`config.mk`:
```
export PLATFORM = sky130hd
export DESIGN_NAME = e203_icb_rr_arb2
export DESIGN_NICKNAME = d
export VERILOG_FILES = /design/src/rtl/e203_icb_rr_arb2.sv
export SDC_FILE = /design/constraint.sdc
export NUM_CORES = 1
export LEC_CHECK = 0
export ABC_CLOCK_PERIOD_IN_PS = 2100
export BUFFER_PORTS_ARGS = -buffer_cell sky130_fd_sc_hd__buf_4
export CORE_AREA = 3 3 125 127
export DETAILED_ROUTE_END_ITERATION = 6
export DIE_AREA = 0 0 128 130
export GPL_ROUTABILITY_DRIVEN = 0
export PLACE_DENSITY = 0.48
export SYNTH_ARGS = -nofsm -noshare
export SYNTH_HDL_FRONTEND = slang
export SYNTH_SLANG_ARGS = --single-unit
```
`constraint.sdc`:
```
create_clock -name clk -period 2.1 [get_ports clk]
set_input_delay 0.105 -clock clk [delete_from_list [all_inputs] [get_ports clk]]
set_output_delay 0.105 -clock clk [all_outputs]
set_load 0.05 [all_outputs]
```
`src/rtl/e203_icb_rr_arb2.sv`:
```
// Two-master to one-slave ICB arbiter.
// Commands are granted round-robin and pass straight through with zero cycles of latency.
// Each accepted command pushes its master ID into a small FIFO, and responses are routed
// back to their issuers in order by popping that FIFO.
module e203_icb_rr_arb2 #(
  parameter int unsigned AW         = 32,
  parameter int unsigned DW         = 32,
  parameter int unsigned OUTS_DEPTH = 2
) (
  input  logic            clk,
  input  logic            rst_n,
  // master 0
  input  logic            m0_icb_cmd_valid,
  output logic            m0_icb_cmd_ready,
  input  logic [AW-1:0]   m0_icb_cmd_addr,
  input  logic            m0_icb_cmd_read,
  input  logic [DW-1:0]   m0_icb_cmd_wdata,
  input  logic [DW/8-1:0] m0_icb_cmd_wmask,
  output logic            m0_icb_rsp_valid,
  input  logic            m0_icb_rsp_ready,
  output logic            m0_icb_rsp_err,
  output logic [DW-1:0]   m0_icb_rsp_rdata,
  // master 1
  input  logic            m1_icb_cmd_valid,
  output logic            m1_icb_cmd_ready,
  input  logic [AW-1:0]   m1_icb_cmd_addr,
  input  logic            m1_icb_cmd_read,
  input  logic [DW-1:0]   m1_icb_cmd_wdata,
  input  logic [DW/8-1:0] m1_icb_cmd_wmask,
  output logic            m1_icb_rsp_valid,
  input  logic            m1_icb_rsp_ready,
  output logic            m1_icb_rsp_err,
  output logic [DW-1:0]   m1_icb_rsp_rdata,
  // shared slave
  output logic            s_icb_cmd_valid,
  input  logic            s_icb_cmd_ready,
  output logic [AW-1:0]   s_icb_cmd_addr,
  output logic            s_icb_cmd_read,
  output logic [DW-1:0]   s_icb_cmd_wdata,
  output logic [DW/8-1:0] s_icb_cmd_wmask,
  input  logic            s_icb_rsp_valid,
  output logic            s_icb_rsp_ready,
  input  logic            s_icb_rsp_err,
  input  logic [DW-1:0]   s_icb_rsp_rdata,
  // status
  output logic            arb_busy,
  output logic            rsp_orphan
);

  localparam int unsigned PW = (OUTS_DEPTH > 1) ? $clog2(OUTS_DEPTH) : 1;
  localparam int unsigned CW = PW + 1;

  logic                  rr_ptr_q,     rr_ptr_d;
  logic                  lock_vld_q,   lock_vld_d;
  logic                  lock_id_q,    lock_id_d;
  logic [OUTS_DEPTH-1:0] fifo_q,       fifo_d;
  logic [PW-1:0]         wptr_q,       wptr_d;
  logic [PW-1:0]         rptr_q,       rptr_d;
  logic [CW-1:0]         cnt_q,        cnt_d;
  logic                  rsp_orphan_q, rsp_orphan_d;

  logic grant;
  logic full;
  logic empty;
  logic head;
  logic cmd_hsk;
  logic rsp_hsk;

  assign full  = (cnt_q == CW'(OUTS_DEPTH));
  assign empty = (cnt_q == '0);
  assign head  = fifo_q[rptr_q];

  // Grant selection: a stalled command keeps its grant; otherwise use round-robin on conflict.
  always_comb begin
    grant = 1'b0;
    if (lock_vld_q)                             grant = lock_id_q;
    else if (m0_icb_cmd_valid && m1_icb_cmd_valid) grant = rr_ptr_q;
    else if (m1_icb_cmd_valid)                  grant = 1'b1;
  end

  // Command path: mux the granted master onto the slave and block it while the ID FIFO is full.
  always_comb begin
    s_icb_cmd_valid  = (grant ? m1_icb_cmd_valid : m0_icb_cmd_valid) & ~full;
    s_icb_cmd_addr   = grant ? m1_icb_cmd_addr  : m0_icb_cmd_addr;
    s_icb_cmd_read   = grant ? m1_icb_cmd_read  : m0_icb_cmd_read;
    s_icb_cmd_wdata  = grant ? m1_icb_cmd_wdata : m0_icb_cmd_wdata;
    s_icb_cmd_wmask  = grant ? m1_icb_cmd_wmask : m0_icb_cmd_wmask;
    m0_icb_cmd_ready = ~grant & s_icb_cmd_ready & ~full;
    m1_icb_cmd_ready =  grant & s_icb_cmd_ready & ~full;
  end

  // Response path: steer the response to the master at the FIFO head; err/rdata are broadcast.
  always_comb begin
    m0_icb_rsp_valid = s_icb_rsp_valid & ~empty & ~head;
    m1_icb_rsp_valid = s_icb_rsp_valid & ~empty &  head;
    m0_icb_rsp_err   = s_icb_rsp_err;
    m1_icb_rsp_err   = s_icb_rsp_err;
    m0_icb_rsp_rdata = s_icb_rsp_rdata;
    m1_icb_rsp_rdata = s_icb_rsp_rdata;
    s_icb_rsp_ready  = ~empty & (head ? m1_icb_rsp_ready : m0_icb_rsp_ready);
  end

  assign cmd_hsk    = s_icb_cmd_valid & s_icb_cmd_ready;
  assign rsp_hsk    = s_icb_rsp_valid & s_icb_rsp_ready;
  assign arb_busy   = ~empty;
  assign rsp_orphan = rsp_orphan_q;

  // Next state: round-robin pointer, grant lock, ID FIFO and the sticky orphan flag.
  always_comb begin
    rr_ptr_d     = rr_ptr_q;
    lock_vld_d   = lock_vld_q;
    lock_id_d    = lock_id_q;
    fifo_d       = fifo_q;
    wptr_d       = wptr_q;
    rptr_d       = rptr_q;
    cnt_d        = cnt_q;
    rsp_orphan_d = rsp_orphan_q;

    if (cmd_hsk) begin
      fifo_d[wptr_q] = grant;
      wptr_d         = wptr_q + PW'(1);
      rr_ptr_d       = ~grant;
      lock_vld_d     = 1'b0;
    end else if (s_icb_cmd_valid) begin
      lock_vld_d = 1'b1;
      lock_id_d  = grant;
    end

    if (rsp_hsk) rptr_d = rptr_q + PW'(1);

    case ({cmd_hsk, rsp_hsk})
      2'b10:   cnt_d = cnt_q + CW'(1);
      2'b01:   cnt_d = cnt_q - CW'(1);
      default: cnt_d = cnt_q;
    endcase

    if (s_icb_rsp_valid && empty) rsp_orphan_d = 1'b1;
  end

  // State registers with asynchronous active-low reset.
  always_ff @(posedge clk or negedge rst_n) begin
    if (!rst_n) begin
      rr_ptr_q     <= 1'b0;
      lock_vld_q   <= 1'b0;
      lock_id_q    <= 1'b0;
      fifo_q       <= '0;
      wptr_q       <= '0;
      rptr_q       <= '0;
      cnt_q        <= '0;
      rsp_orphan_q <= 1'b0;
    end else begin
      rr_ptr_q     <= rr_ptr_d;
      lock_vld_q   <= lock_vld_d;
      lock_id_q    <= lock_id_d;
      fifo_q       <= fifo_d;
      wptr_q       <= wptr_d;
      rptr_q       <= rptr_d;
      cnt_q        <= cnt_d;
      rsp_orphan_q <= rsp_orphan_d;
    end
  end

endmodule

```
## Word level (Yosys, flattened, before mapping)

Cells that the tools add are included.

| cells by class | value |
|---|---|
| $add $sub $neg | 4 |
| order comparisons | 3 |
| equal/unequal tests | 3 |
| mux-type cells | 17 |
| bitwise operators | 16 |
| reduce and logical (&&, ||, !) cells | 7 |

Operators with widths:

| operator | number |
|---|---|
| two-way mux 32 bit | 2 |
| bitwise AND 1 bit | 11 |
| two-way mux 1 bit | 11 |
| inverter 1 bit | 5 |
| equality test 2 bit, second input constant | 2 |
| less-than comparator 1 x 2 -> 1 bit, second input constant | 2 |
| two-way mux 4 bit | 1 |
| one-hot mux 2 bit (2 select lines) | 1 |
| nonzero test 2 bit | 2 |
| logical AND 1 bit | 3 |
| adder 1 bit, second input constant | 2 |
| adder 2 x 1 -> 2 bit, second input constant | 1 |
| bitwise mux 2 bit | 1 |
| equality test 2 x 1 -> 1 bit, second input constant | 1 |
| zero test 2 bit | 1 |
| AND reduction 2 bit | 1 |
| subtractor 2 x 1 -> 2 bit, second input constant | 1 |
| demux 1 bit (select 1 bit) | 1 |
| greater-or-equal comparator 1 bit, second input constant | 1 |

| word-level totals | value |
|---|---|
| bits in registers | 10 |
| input bits | 179 |
| output and inout bits | 143 |

## Logic depth before layout (Yosys ltp)

| depth | value |
|---|---|
| depth in word-level cells | 8 |
| mapped depth | 7 |

## Least setup slack after synthesis

No wires, ideal clock.

| timing | value |
|---|---|
| path type | reg-to-output |
| start point | register lock_vld_q |
| end point | output port m1_icb_cmd_ready |
| arrival time | 1.770 ns |
| data required time | 1.995 ns |
| setup slack | 0.225 ns |
| stages on the path, launching flop included | 5 |
| path buffers | 1 |
| cells stage by stage | dfrtp_1 nand2b_1 o21ai_4 buf_6 nor2b_1 |

| between the ends | value |
|---|---|
| cells in the longest elaborated chain, start to end | 3 |

Ends and longest elaborated chain:

| item | line | text |
|---|---|---|
| start: declaration | 54 | `logic lock_vld_q, lock_vld_d;` |
| start signal: assignment | 153 | `lock_vld_q <= lock_vld_d;` |
| two-way mux 1 bit | 76 | `if (lock_vld_q) grant = lock_id_q;` |
| bitwise AND 1 bit (2 in series) | 89 | `m1_icb_cmd_ready = grant & s_icb_cmd_ready & ~full;` |
| end: declaration | 25 | `output logic m1_icb_cmd_ready,` |

Every way passes these cells.

## Final worst setup path

| timing | value |
|---|---|
| start point | register lock_vld_q |
| end point | output port s_icb_cmd_addr[0] |

| between the ends | value |
|---|---|
| cells in the longest elaborated chain, start to end | 2 |

Ends and longest elaborated chain:

| item | line | text |
|---|---|---|
| two-way mux 1 bit | 76 |  |
| two-way mux 32 bit | 84 | `s_icb_cmd_addr = grant ? m1_icb_cmd_addr : m0_icb_cmd_addr;` |
| end: declaration | 37 | `output logic [AW-1:0] s_icb_cmd_addr,` |

Every way passes these cells.

==> results_dict.tcl <==
set metrics [dict create \
    finalCritPeriodShare_pct 96.8 \
    avgRoutedWirePerCell_um 16.1 \
    ir_drop_mv 0.745 \
    mostFrequentLayoutCell "buf_4" \
    clock.fmax_ghz 0.492 \
    die-area_mm2 0.0166 \
    switching_share_pct 57.1 \
    tns_ns 0 \
    overflow 0 \
    rsz0062_at_grt "no" \
    max-clock-path-buffers 2 \
    dpl.hpwl_um 7420 \
    htreeDepth 1 \
    drive_gt1_share_pct 74.9 \
    cts_buffers 3 \
    place_inst 539 \
    antenna_found_initial 0 \
    grt_max_degree 41 \
    synth_warnings 0 \
    die_width_um 128 \
    final_area_mm2 0.00350 \
    die_y_um 130 \
    synth_area_mm2 0.00197 \
    max_cap_viol_count 0 \
    p_sw_mw 3.13 \
    min_to "rsp_orphan$_DFFE_PN0P_" \
    min_from "s_icb_rsp_valid" \
    max_slew_margin_pct 58.0 \
    comb_power_share_pct 86.4 \
    ff2ff_setup_slack_ns 0.38 \
    place_area_mm2 0.00333 \
    power_frac_clock_pct 6.2 \
    core_area_mm2 0.0145 \
    grt_pass1_vias 1971 \
    internal-power_mw 2.35 \
    first_iter_violations 45 \
    fin_cells 548 \
    synth_nets 385 \
    route.detailed.drc 0 \
    crit_fanout 20 \
    syn_to_final_growth_pct 77.9 \
    layout_min_cycle_time_ns 2.03 \
    crit_type "reg -> out" \
    row_count 44 \
    wl_um 8820 \
    final_nets 545 \
    syn_avg_cell_area_um2 9.59 \
    final-hold-violation-count 0 \
    r2r_cells 5 \
    io_pins 322 \
    ant_nets 0 \
    required_ns 2.00 \
    dr.pass1.iters 4 \
    crit_path_end_kind "output port" \
    viasPerCell 3.77 \
    grt.total_usage_pct 8.41 \
    seq_power_share_pct 7.4 \
    r2r_start "lock_id_q$_DFFE_PN0P_" \
    hold_depth 2 \
    synth_cell_types 30 \
    cp_data_arrival_time_ns 1.93 \
    hold_slack_ns 0.0979 \
    mostFrequentLayoutCells "buf_4 (224), mux2_2 (37), mux2_1 (31)" \
    synth_seq_cells 10 \
    ys_top_cells_by_area "buf_4 (25%), mux2_2 (21%), mux2_1 (18%), dfrtp_1 (13%), buf_6 (4.0%)" \
    finalSetupViolCount 0 \
    cts_tree "built" \
    clock_tree.root_cell "clkbuf_16" \
    leakage_nw 1.70 \
    yosysTopAreaCell "buf_4" \
    r2r_end "cnt_q[1]$_DFFE_PN0P_" \
    ys_seq_area_share_pct 12.7 \
    startpoint_type "register" \
    slew_violations 0 \
    via_count 2064 \
    worst_pin_slew_ns 0.621 \
    synthCells 205 \
    skew_ns 0.000414 \
    outcome "finished clean" \
    port-buffer-count 222 \
    clkLatencyLatePin_ns 0.24 \
    cts.sinks 10 \
    clk_pin_slew_ns 0.04 \
    grt_pass1_wl_um 11000 \
    power_density_mw_per_mm2 1570 \
    hp-class "in -> reg" \
    synth_top_area_share_pct 25.2 \
    start_util_pct 13.5 \
]
layout make-up:
type,instances,area (µm²)
antenna,1,2.50
clock buffer,3,75.1
fill,1572,11000
inverter,3,11.3
multi-input combinational,117,1130
sequential,10,251
tap,184,230
timing repair buffer,230,1800
registers in the layout, indices dropped and copies added, names as in the netlist:
signal,cells
lock_id_q,1
lock_vld_q,1
fifo_q,2
wptr_q,1
rr_ptr_q,1
rptr_q,1
cnt_q,2
rsp_orphan,1
cells by family (layout without fill, tap and decap cells):
group           Yosys count  after routing  share of synthesized area (%)
compound gates           18             18                           7.32
xor+xnor                  5              5                           2.23
fa+ha+maj                 1              1                          0.636
buf+inv                  78            236                           30.2
flops                    10             10                           12.7
mux                      73             73                           41.5
other cells               0              1                              0
simple gates             20             20                           5.34
power by group through the flow:
stage | clock network [mW] | logic (mW) | registers [mW]
6_report | 0.340 | 4.74 | 0.404
5_1_grt | 0.352 | 4.97 | 0.424
4_1_cts | 0.344 | 4.56 | 0.401
3_5_place_dp | 0 | 4.55 | 0.403
3_3_place_gp | 0 | 4.53 | 0.396
2_1_floorplan | 0 | 3.73 | 0.357
layer usage:
layer  global-route usage (%)  wire length [µm]
met5                        0                 0
met4                     1.87                57
met3                     6.02              1480
met2                     13.6              4220
met1                     8.99              3070
worst max path at each step:
stage	end	slack, ns	depth (start not counted)	from
after floorplan	m1_icb_cmd_ready	0.23	4	lock_vld_q$_DFFE_PN0P_
after global placement	s_icb_cmd_addr[0]	0.27	5	lock_vld_q$_DFFE_PN0P_
after detailed placement	s_icb_cmd_addr[0]	0.24	5	lock_vld_q$_DFFE_PN0P_
after CTS	s_icb_cmd_addr[0]	0.006	5	lock_vld_q$_DFFE_PN0P_
after global routing	s_icb_cmd_wmask[2]	0.0003	6	lock_vld_q$_DFFE_PN0P_
final	s_icb_cmd_addr[0]	0.07	6	lock_vld_q$_DFFE_PN0P_
timing repair:
item / CTS / global route
pin swaps: 0 / 1
gates cloned: 0 / 2
hold endpoints to repair: 10 / 0
endpoints found under the setup margin: 1 / 22
hold buffers: 1 / 0
resized for setup: 1 / 2
setup buffers: 0 / 2
Yosys cell counts, drive strengths merged:
cell type / number
buf: 74
mux2: 69
dfrtp: 10
nor2: 7
mux2i: 4
o21ai: 4
o31ai: 4
inv: 3
nand2: 3
nand2b: 3
nor2b: 3
o41ai: 3
xnor2: 3
o211ai: 2
xor2: 2
a21boi: 1
a21o: 1
and2b: 1
and3b: 1
clkbuf: 1
ha: 1
nor3: 1
o2111ai: 1
o22a: 1
o311ai: 1
or3b: 1
metrics by stage:
step	utilization [%]	total power, mW	worst slack (ns)
after floorplan	-	4.08	0.225
after CTS	23.5	5.31	0.00562
after global placement	22.9	4.93	0.269
after global routing	24.1	5.75	0.000308
final	24.1	5.48	0.0675
after detailed placement	22.9	4.95	0.235
critical path: stages, from the launching register on:
cell      delay (ns)
dfrtp_2         0.43
nand2b_1        0.19
o21ai_4         0.19
buf_12          0.14
buf_12          0.16
mux2_4          0.36
buf_4           0.20
Note: power is estimated with default switching activity, not from simulation.
